==> config.mk <==
export PLATFORM = sky130hd
export DESIGN_NAME = unidade_mult_div_flat
export DESIGN_NICKNAME = d
export VERILOG_FILES = /design/src/rtl/mips_pkg.sv /design/src/rtl/unidade_mult_div_if.sv /design/src/rtl/unidade_mult_div.sv /design/src/flat_wrapper.sv
export SDC_FILE = /design/constraint.sdc
export NUM_CORES = 1
export LEC_CHECK = 0
export BUFFER_PORTS_ARGS = -buffer_cell sky130_fd_sc_hd__buf_2
export CORE_MARGIN = 3
export CORE_UTILIZATION = 55
export DETAILED_ROUTE_END_ITERATION = 8
export PLACE_DENSITY = 0.75
export SKIP_LAST_GASP = 1
export SLEW_MARGIN = 10
export SYNTH_ARGS = -nofsm -noshare
export SYNTH_HDL_FRONTEND = slang
export SYNTH_SLANG_ARGS = --single-unit
==> constraint.sdc <==
create_clock -name clock -period 9.9 [get_ports clock]
set_input_delay 1.98 -clock clock [delete_from_list [all_inputs] [get_ports clock]]
set_output_delay 1.98 -clock clock [all_outputs]
set_load 0.02 [all_outputs]
==> src/rtl/mips_pkg.sv <==
// Shared definitions for the multiply/divide unit: widths, operation codes,
// FSM encoding and the conditional two's-complement helpers.
package mips_pkg;

  localparam int LARGURA = 32;
  localparam int N_ITER  = 32;

  typedef enum logic [1:0] {
    OP_MULT  = 2'b00,
    OP_MULTU = 2'b01,
    OP_DIV   = 2'b10,
    OP_DIVU  = 2'b11
  } op_e;

  typedef enum logic [1:0] {
    OCIOSO  = 2'b00,
    CALCULA = 2'b01,
    AJUSTA  = 2'b10
  } estado_e;

  function automatic logic [LARGURA-1:0] nega_cond32(input logic [LARGURA-1:0] v,
                                                     input logic en);
    return en ? -v : v;
  endfunction

  function automatic logic [2*LARGURA-1:0] nega_cond64(input logic [2*LARGURA-1:0] v,
                                                       input logic en);
    return en ? -v : v;
  endfunction

endpackage

==> src/rtl/unidade_mult_div_if.sv <==
// Bus between pipeline control / register file and the multiply/divide unit.
interface unidade_mult_div_if;
  import mips_pkg::*;

  logic               inicia;
  logic [1:0]         operacao;
  logic [LARGURA-1:0] operando_a;
  logic [LARGURA-1:0] operando_b;
  logic               escreve_hi;
  logic               escreve_lo;
  logic [LARGURA-1:0] dados_hi_lo;
  logic               ocupado;
  logic               pronto;
  logic               div_por_zero;
  logic [LARGURA-1:0] hi;
  logic [LARGURA-1:0] lo;

  modport master (
    output inicia, operacao, operando_a, operando_b,
           escreve_hi, escreve_lo, dados_hi_lo,
    input  ocupado, pronto, div_por_zero, hi, lo
  );

  modport slave (
    input  inicia, operacao, operando_a, operando_b,
           escreve_hi, escreve_lo, dados_hi_lo,
    output ocupado, pronto, div_por_zero, hi, lo
  );

endinterface

==> src/rtl/unidade_mult_div.sv <==
// Iterative MIPS multiply/divide unit holding HI/LO: shift-add multiply and
// restoring divide on magnitudes, one bit per cycle, signs fixed up at the end.
module unidade_mult_div
  import mips_pkg::*;
(
  input  logic               clock,
  input  logic               reset_n,
  unidade_mult_div_if.slave  bus
);

  estado_e              estado_q, estado_d;
  logic [4:0]           cont_q, cont_d;
  logic                 eh_div_q, eh_div_d;
  logic                 neg_res_q, neg_res_d;
  logic                 neg_rem_q, neg_rem_d;
  logic                 zero_q, zero_d;
  logic [LARGURA-1:0]   a_orig_q, a_orig_d;
  logic [LARGURA-1:0]   b_q, b_d;
  logic [2*LARGURA-1:0] acc_q, acc_d;
  logic [LARGURA-1:0]   rem_q, rem_d;
  logic [LARGURA-1:0]   hi_q, hi_d;
  logic [LARGURA-1:0]   lo_q, lo_d;
  logic                 pronto_q, pronto_d;
  logic                 dz_q, dz_d;

  op_e                  op_in;
  logic                 com_sinal;
  logic [LARGURA-1:0]   mag_a, mag_b;
  logic [LARGURA:0]     soma_mul;
  logic [LARGURA:0]     rem_desl, rem_dif;
  logic                 cabe;
  logic [2*LARGURA-1:0] prod_final;
  logic [LARGURA-1:0]   quo_final, rem_final;

  assign op_in     = op_e'(bus.operacao);
  assign com_sinal = (op_in == OP_MULT) || (op_in == OP_DIV);
  assign mag_a     = nega_cond32(bus.operando_a, com_sinal & bus.operando_a[LARGURA-1]);
  assign mag_b     = nega_cond32(bus.operando_b, com_sinal & bus.operando_b[LARGURA-1]);

  // Multiply: upper half accumulates, multiplier bits leave through the bottom.
  assign soma_mul = {1'b0, acc_q[2*LARGURA-1:LARGURA]} +
                    (acc_q[0] ? {1'b0, b_q} : '0);

  // Divide: the remainder stays below the divisor, so bit 32 of the
  // difference is set exactly when the trial subtraction underflows.
  assign rem_desl = {rem_q, acc_q[LARGURA-1]};
  assign rem_dif  = rem_desl - {1'b0, b_q};
  assign cabe     = ~rem_dif[LARGURA];

  assign prod_final = nega_cond64(acc_q, neg_res_q);
  assign quo_final  = nega_cond32(acc_q[LARGURA-1:0], neg_res_q);
  assign rem_final  = nega_cond32(rem_q, neg_rem_q);

  always_comb begin
    estado_d  = estado_q;
    cont_d    = cont_q;
    eh_div_d  = eh_div_q;
    neg_res_d = neg_res_q;
    neg_rem_d = neg_rem_q;
    zero_d    = zero_q;
    a_orig_d  = a_orig_q;
    b_d       = b_q;
    acc_d     = acc_q;
    rem_d     = rem_q;
    hi_d      = hi_q;
    lo_d      = lo_q;
    pronto_d  = 1'b0;
    dz_d      = 1'b0;

    case (estado_q)
      OCIOSO: begin
        if (bus.inicia) begin
          eh_div_d  = (op_in == OP_DIV) || (op_in == OP_DIVU);
          neg_res_d = com_sinal & (bus.operando_a[LARGURA-1] ^ bus.operando_b[LARGURA-1]);
          neg_rem_d = com_sinal & bus.operando_a[LARGURA-1];
          zero_d    = (bus.operando_b == '0);
          a_orig_d  = bus.operando_a;
          b_d       = mag_b;
          acc_d     = {{LARGURA{1'b0}}, mag_a};
          rem_d     = '0;
          cont_d    = '0;
          estado_d  = CALCULA;
        end else begin
          if (bus.escreve_hi) hi_d = bus.dados_hi_lo;
          if (bus.escreve_lo) lo_d = bus.dados_hi_lo;
        end
      end

      CALCULA: begin
        if (eh_div_q) begin
          acc_d = {acc_q[2*LARGURA-1:LARGURA], acc_q[LARGURA-2:0], cabe};
          rem_d = cabe ? rem_dif[LARGURA-1:0] : rem_desl[LARGURA-1:0];
        end else begin
          acc_d = {soma_mul, acc_q[LARGURA-1:1]};
        end
        cont_d = cont_q + 5'd1;
        if (cont_q == 5'(N_ITER - 1)) estado_d = AJUSTA;
      end

      AJUSTA: begin
        if (eh_div_q && zero_q) begin
          hi_d = a_orig_q;
          lo_d = '1;
          dz_d = 1'b1;
        end else if (eh_div_q) begin
          hi_d = rem_final;
          lo_d = quo_final;
        end else begin
          {hi_d, lo_d} = prod_final;
        end
        pronto_d = 1'b1;
        estado_d = OCIOSO;
      end

      default: estado_d = OCIOSO;
    endcase
  end

  always_ff @(posedge clock or negedge reset_n) begin
    if (!reset_n) begin
      estado_q  <= OCIOSO;
      cont_q    <= '0;
      eh_div_q  <= 1'b0;
      neg_res_q <= 1'b0;
      neg_rem_q <= 1'b0;
      zero_q    <= 1'b0;
      a_orig_q  <= '0;
      b_q       <= '0;
      acc_q     <= '0;
      rem_q     <= '0;
      hi_q      <= '0;
      lo_q      <= '0;
      pronto_q  <= 1'b0;
      dz_q      <= 1'b0;
    end else begin
      estado_q  <= estado_d;
      cont_q    <= cont_d;
      eh_div_q  <= eh_div_d;
      neg_res_q <= neg_res_d;
      neg_rem_q <= neg_rem_d;
      zero_q    <= zero_d;
      a_orig_q  <= a_orig_d;
      b_q       <= b_d;
      acc_q     <= acc_d;
      rem_q     <= rem_d;
      hi_q      <= hi_d;
      lo_q      <= lo_d;
      pronto_q  <= pronto_d;
      dz_q      <= dz_d;
    end
  end

  assign bus.ocupado      = (estado_q != OCIOSO);
  assign bus.pronto       = pronto_q;
  assign bus.div_por_zero = dz_q;
  assign bus.hi           = hi_q;
  assign bus.lo           = lo_q;

endmodule

==> src/flat_wrapper.sv <==
// flat-port wrapper written by rule: the top's interface ports become plain ports
module unidade_mult_div_flat import mips_pkg::*;
  (clock, reset_n, bus_inicia, bus_operacao, bus_operando_a, bus_operando_b, bus_escreve_hi, bus_escreve_lo, bus_dados_hi_lo, bus_ocupado, bus_pronto, bus_div_por_zero, bus_hi, bus_lo);
  unidade_mult_div_if bus_i ();
  input  logic clock;
  input  logic reset_n;
  input wire logic [$bits(bus_i.inicia)-1:0] bus_inicia;
  input wire logic [$bits(bus_i.operacao)-1:0] bus_operacao;
  input wire logic [$bits(bus_i.operando_a)-1:0] bus_operando_a;
  input wire logic [$bits(bus_i.operando_b)-1:0] bus_operando_b;
  input wire logic [$bits(bus_i.escreve_hi)-1:0] bus_escreve_hi;
  input wire logic [$bits(bus_i.escreve_lo)-1:0] bus_escreve_lo;
  input wire logic [$bits(bus_i.dados_hi_lo)-1:0] bus_dados_hi_lo;
  output wire logic [$bits(bus_i.ocupado)-1:0] bus_ocupado;
  output wire logic [$bits(bus_i.pronto)-1:0] bus_pronto;
  output wire logic [$bits(bus_i.div_por_zero)-1:0] bus_div_por_zero;
  output wire logic [$bits(bus_i.hi)-1:0] bus_hi;
  output wire logic [$bits(bus_i.lo)-1:0] bus_lo;
  assign bus_i.inicia = bus_inicia;
  assign bus_i.operacao = bus_operacao;
  assign bus_i.operando_a = bus_operando_a;
  assign bus_i.operando_b = bus_operando_b;
  assign bus_i.escreve_hi = bus_escreve_hi;
  assign bus_i.escreve_lo = bus_escreve_lo;
  assign bus_i.dados_hi_lo = bus_dados_hi_lo;
  assign bus_ocupado = bus_i.ocupado;
  assign bus_pronto = bus_i.pronto;
  assign bus_div_por_zero = bus_i.div_por_zero;
  assign bus_hi = bus_i.hi;
  assign bus_lo = bus_i.lo;
  unidade_mult_div u_core (.clock(clock), .reset_n(reset_n), .bus(bus_i));
endmodule
==> reports/results.ini <==
[critical_path]
start_kind=flip-flop
cp_max_fo=31
criticalPathCategory=reg2reg
cp.required_ps=10310
cp-end-kind=flip-flop
arrival_ps=4890

[cts]
htreeDepth=1
cts_made_buffers=28
cts_buffer_depth=3
cts_root_buf=clkbuf_16
clock_sinks=237
clk_latency_ps=570
ctsResizeCount=0
post-cts-setup-buffer-count=0
cts_tree=yes
clk_pin_slew_ps=60
ctsHoldBuffers=0

[logic_synthesis]
netlist.area_leader.share=0.347
syn_inst=2086
yosysTopAreaCell=dfrtp_1
synth_nets=2261
netlist_top_cells_count=334 x nand2_1, 271 x o21ai_0, 237 x dfrtp_1
synth_edf_count=0
syn-cell-area_sq_um=17100
synth_cell_types=70
ys_ff_latch=237
syn-mean-instance-area_sq_um=8.20
async_reset_ff_frac=1.00
synth_warnings=0
synthFlopType=dfrtp_1
synth_area_leaders=dfrtp_1 35%, o21ai_0 7.9%, nand2_1 7.3%
yosysSeqAreaShare=0.347
synth.most_common_cell=nand2_1

[grt]
grtUsageTotal=0.326
grt_pass1_wl_um=86400
antenna_found_initial=0
grt_max_degree=92
grt_pass1_vias=15600
grt_overflow_total=0

[detailed_routing]
drc=0
viasPerCell=6.30
wl_um=55600
antenna_left=0
drt_iter0_markers=1723
vias=16300
firstDrtPassIters=6
routedWlPerCell_um=21.5

[place]
routabilityCongestion=0.971
io_buffer_count=169
dpl.hpwl_um=41800
dpl.cell_count=2537

[power_and_ir_drop]
powerDensity_nw_per_um2=372
irDropWorstVdd_mv=0.221
total_power_uw=7090
leakagePower_uw=0.00836

[timing]
whs_ps=474
skew_ps=27.0
worstMarginPinSlew_ps=1140
hold_viol=0
fin_setup_tns_ps=0
slew_violations=0
fin_crit_ps=4480
min_period_over_period=0.452
relSlewSlack=0.240
rsz0062_at_grt=false
max_freq_mhz=223
finalSetupViolCount=0

[floorplan]
coreArea_sq_um=30100
dieArea_sq_um=33200
ioPinCount=170
row_count=63
die_h_um=182
start_util=0.568
die_w_um=182

[finish]
syn_to_final_growth_pct=11.4
num_antenna_cells=0
final_cells=2589
layout-drive-gt1-share=0.123
nets=2352

[flow_run]
drv_cap=0

[min_path]
hold_class=reg2reg

[status]
status=completed

cells by family (layout without fill, tap and decap cells):
group                    Yosys count  after routing  share of synthesized area
AO/OA/AOI/OAI                    655            655                      0.237
XOR/XNOR                         197            197                      0.101
AND/OR/NAND/NOR                  665            665                      0.178
multiplexers                      68             68                     0.0401
flip-flops                       237            237                      0.347
adder cells (fa/ha/maj)           72             72                     0.0536
buffers and inverters            192            305                     0.0433
per-stage QoR:
step / cell area, sq um / utilization / setup WS (ps)
after floorplan: 17100 / - / 5360
after global placement: 18100 / 0.602 / 5090
after detailed placement: 18100 / 0.602 / 5060
after CTS: 19100 / 0.633 / 5510
after global routing: 19100 / 0.633 / 5180
final: 19100 / 0.633 / 5420
worst max-delay path, cell delays in order (launching register included):
cell,delay (ps)
dfrtp_1,520
inv_1,760
nor2_1,120
ha_1,360
nor2b_1,150
o21a_1,170
o21ai_0,340
a21oi_1,210
a311o_1,480
a311o_1,490
o21a_1,250
a2111oi_0,400
a21oi_1,80
flip-flops by register name, indices dropped and copies added, names as in the netlist, 2 cells and up:
| register | count |
|---|---|
| u_core.b_q | 32 |
| u_core.acc_q | 64 |
| u_core.cont_q | 5 |
| u_core.bus.lo | 32 |
| u_core.a_orig_q | 32 |
| u_core.bus.hi | 32 |
| u_core.estado_q | 2 |
| u_core.rem_q | 32 |
cell usage in the layout, fill, tap and decap left out, types with 17 or more instances in the layout:
| cell type | Yosys | routed |
|---|---|---|
| buf_4 | 1 | 19 |
| nand3_1 | 25 | 25 |
| o22ai_1 | 35 | 35 |
| dfrtp_1 | 237 | 235 |
| a31oi_1 | 17 | 17 |
| or4_1 | 17 | 17 |
| clkbuf_16 | 0 | 28 |
| o211ai_1 | 28 | 28 |
| inv_1 | 65 | 65 |
| nand2b_1 | 24 | 23 |
| buf_2 | 7 | 168 |
| a21o_1 | 25 | 25 |
| or3_1 | 19 | 19 |
| xor2_1 | 98 | 98 |
| o31ai_1 | 40 | 40 |
| nor3_1 | 30 | 30 |
| nand2_1 | 334 | 333 |
| o41ai_1 | 22 | 22 |
| xnor2_1 | 99 | 99 |
| o21ai_0 | 271 | 271 |
| mux2i_1 | 64 | 64 |
| ha_1 | 70 | 70 |
| a21oi_1 | 107 | 107 |
| nor2_1 | 125 | 124 |
final cells by class:
class                      count  area [sq um]
fill                        2658         11100
multi-input combinational   1657         10500
sequential                   237          5930
timing repair buffer         188           998
clock buffer                  42           813
tap                          390           488
inverter                      65           244
clock inverter                10           115
routing by layer:
| metal | GRT usage | wire length [um] | up-vias |
|---|---|---|---|
| met1 | 0.423 | 22200 | 7742 |
| met3 | 0.0442 | 4180 | 180 |
| met2 | 0.527 | 25500 | 751 |
| li1 | - | - | 7636 |
| met5 | 0 | 0 | - |
| met4 | 0.183 | 3680 | 0 |
power breakdown:
| group | internal (uW) | switching [uW] |
|---|---|---|
| Clock | 618 | 432 |
| Combinational | 1600 | 2410 |
| Sequential | 1430 | 607 |
path summary, 6_finish.rpt:
path,startpoint,endpoint,slack [ps],cells after the start
max reg2reg,u_core.acc_q[0],u_core.acc_q[63],5420,12
min reg2reg,u_core.bus.lo[15],u_core.bus.lo[15],470,2
max in group asynchronous,reset_n,u_core.b_q[24],6980,2
min in group asynchronous,reset_n,u_core.acc_q[8],1410,1
max,u_core.acc_q[0],u_core.acc_q[63],5420,12
min,u_core.bus.lo[15],u_core.bus.lo[15],470,2
Power figures use the tool's default switching activity.
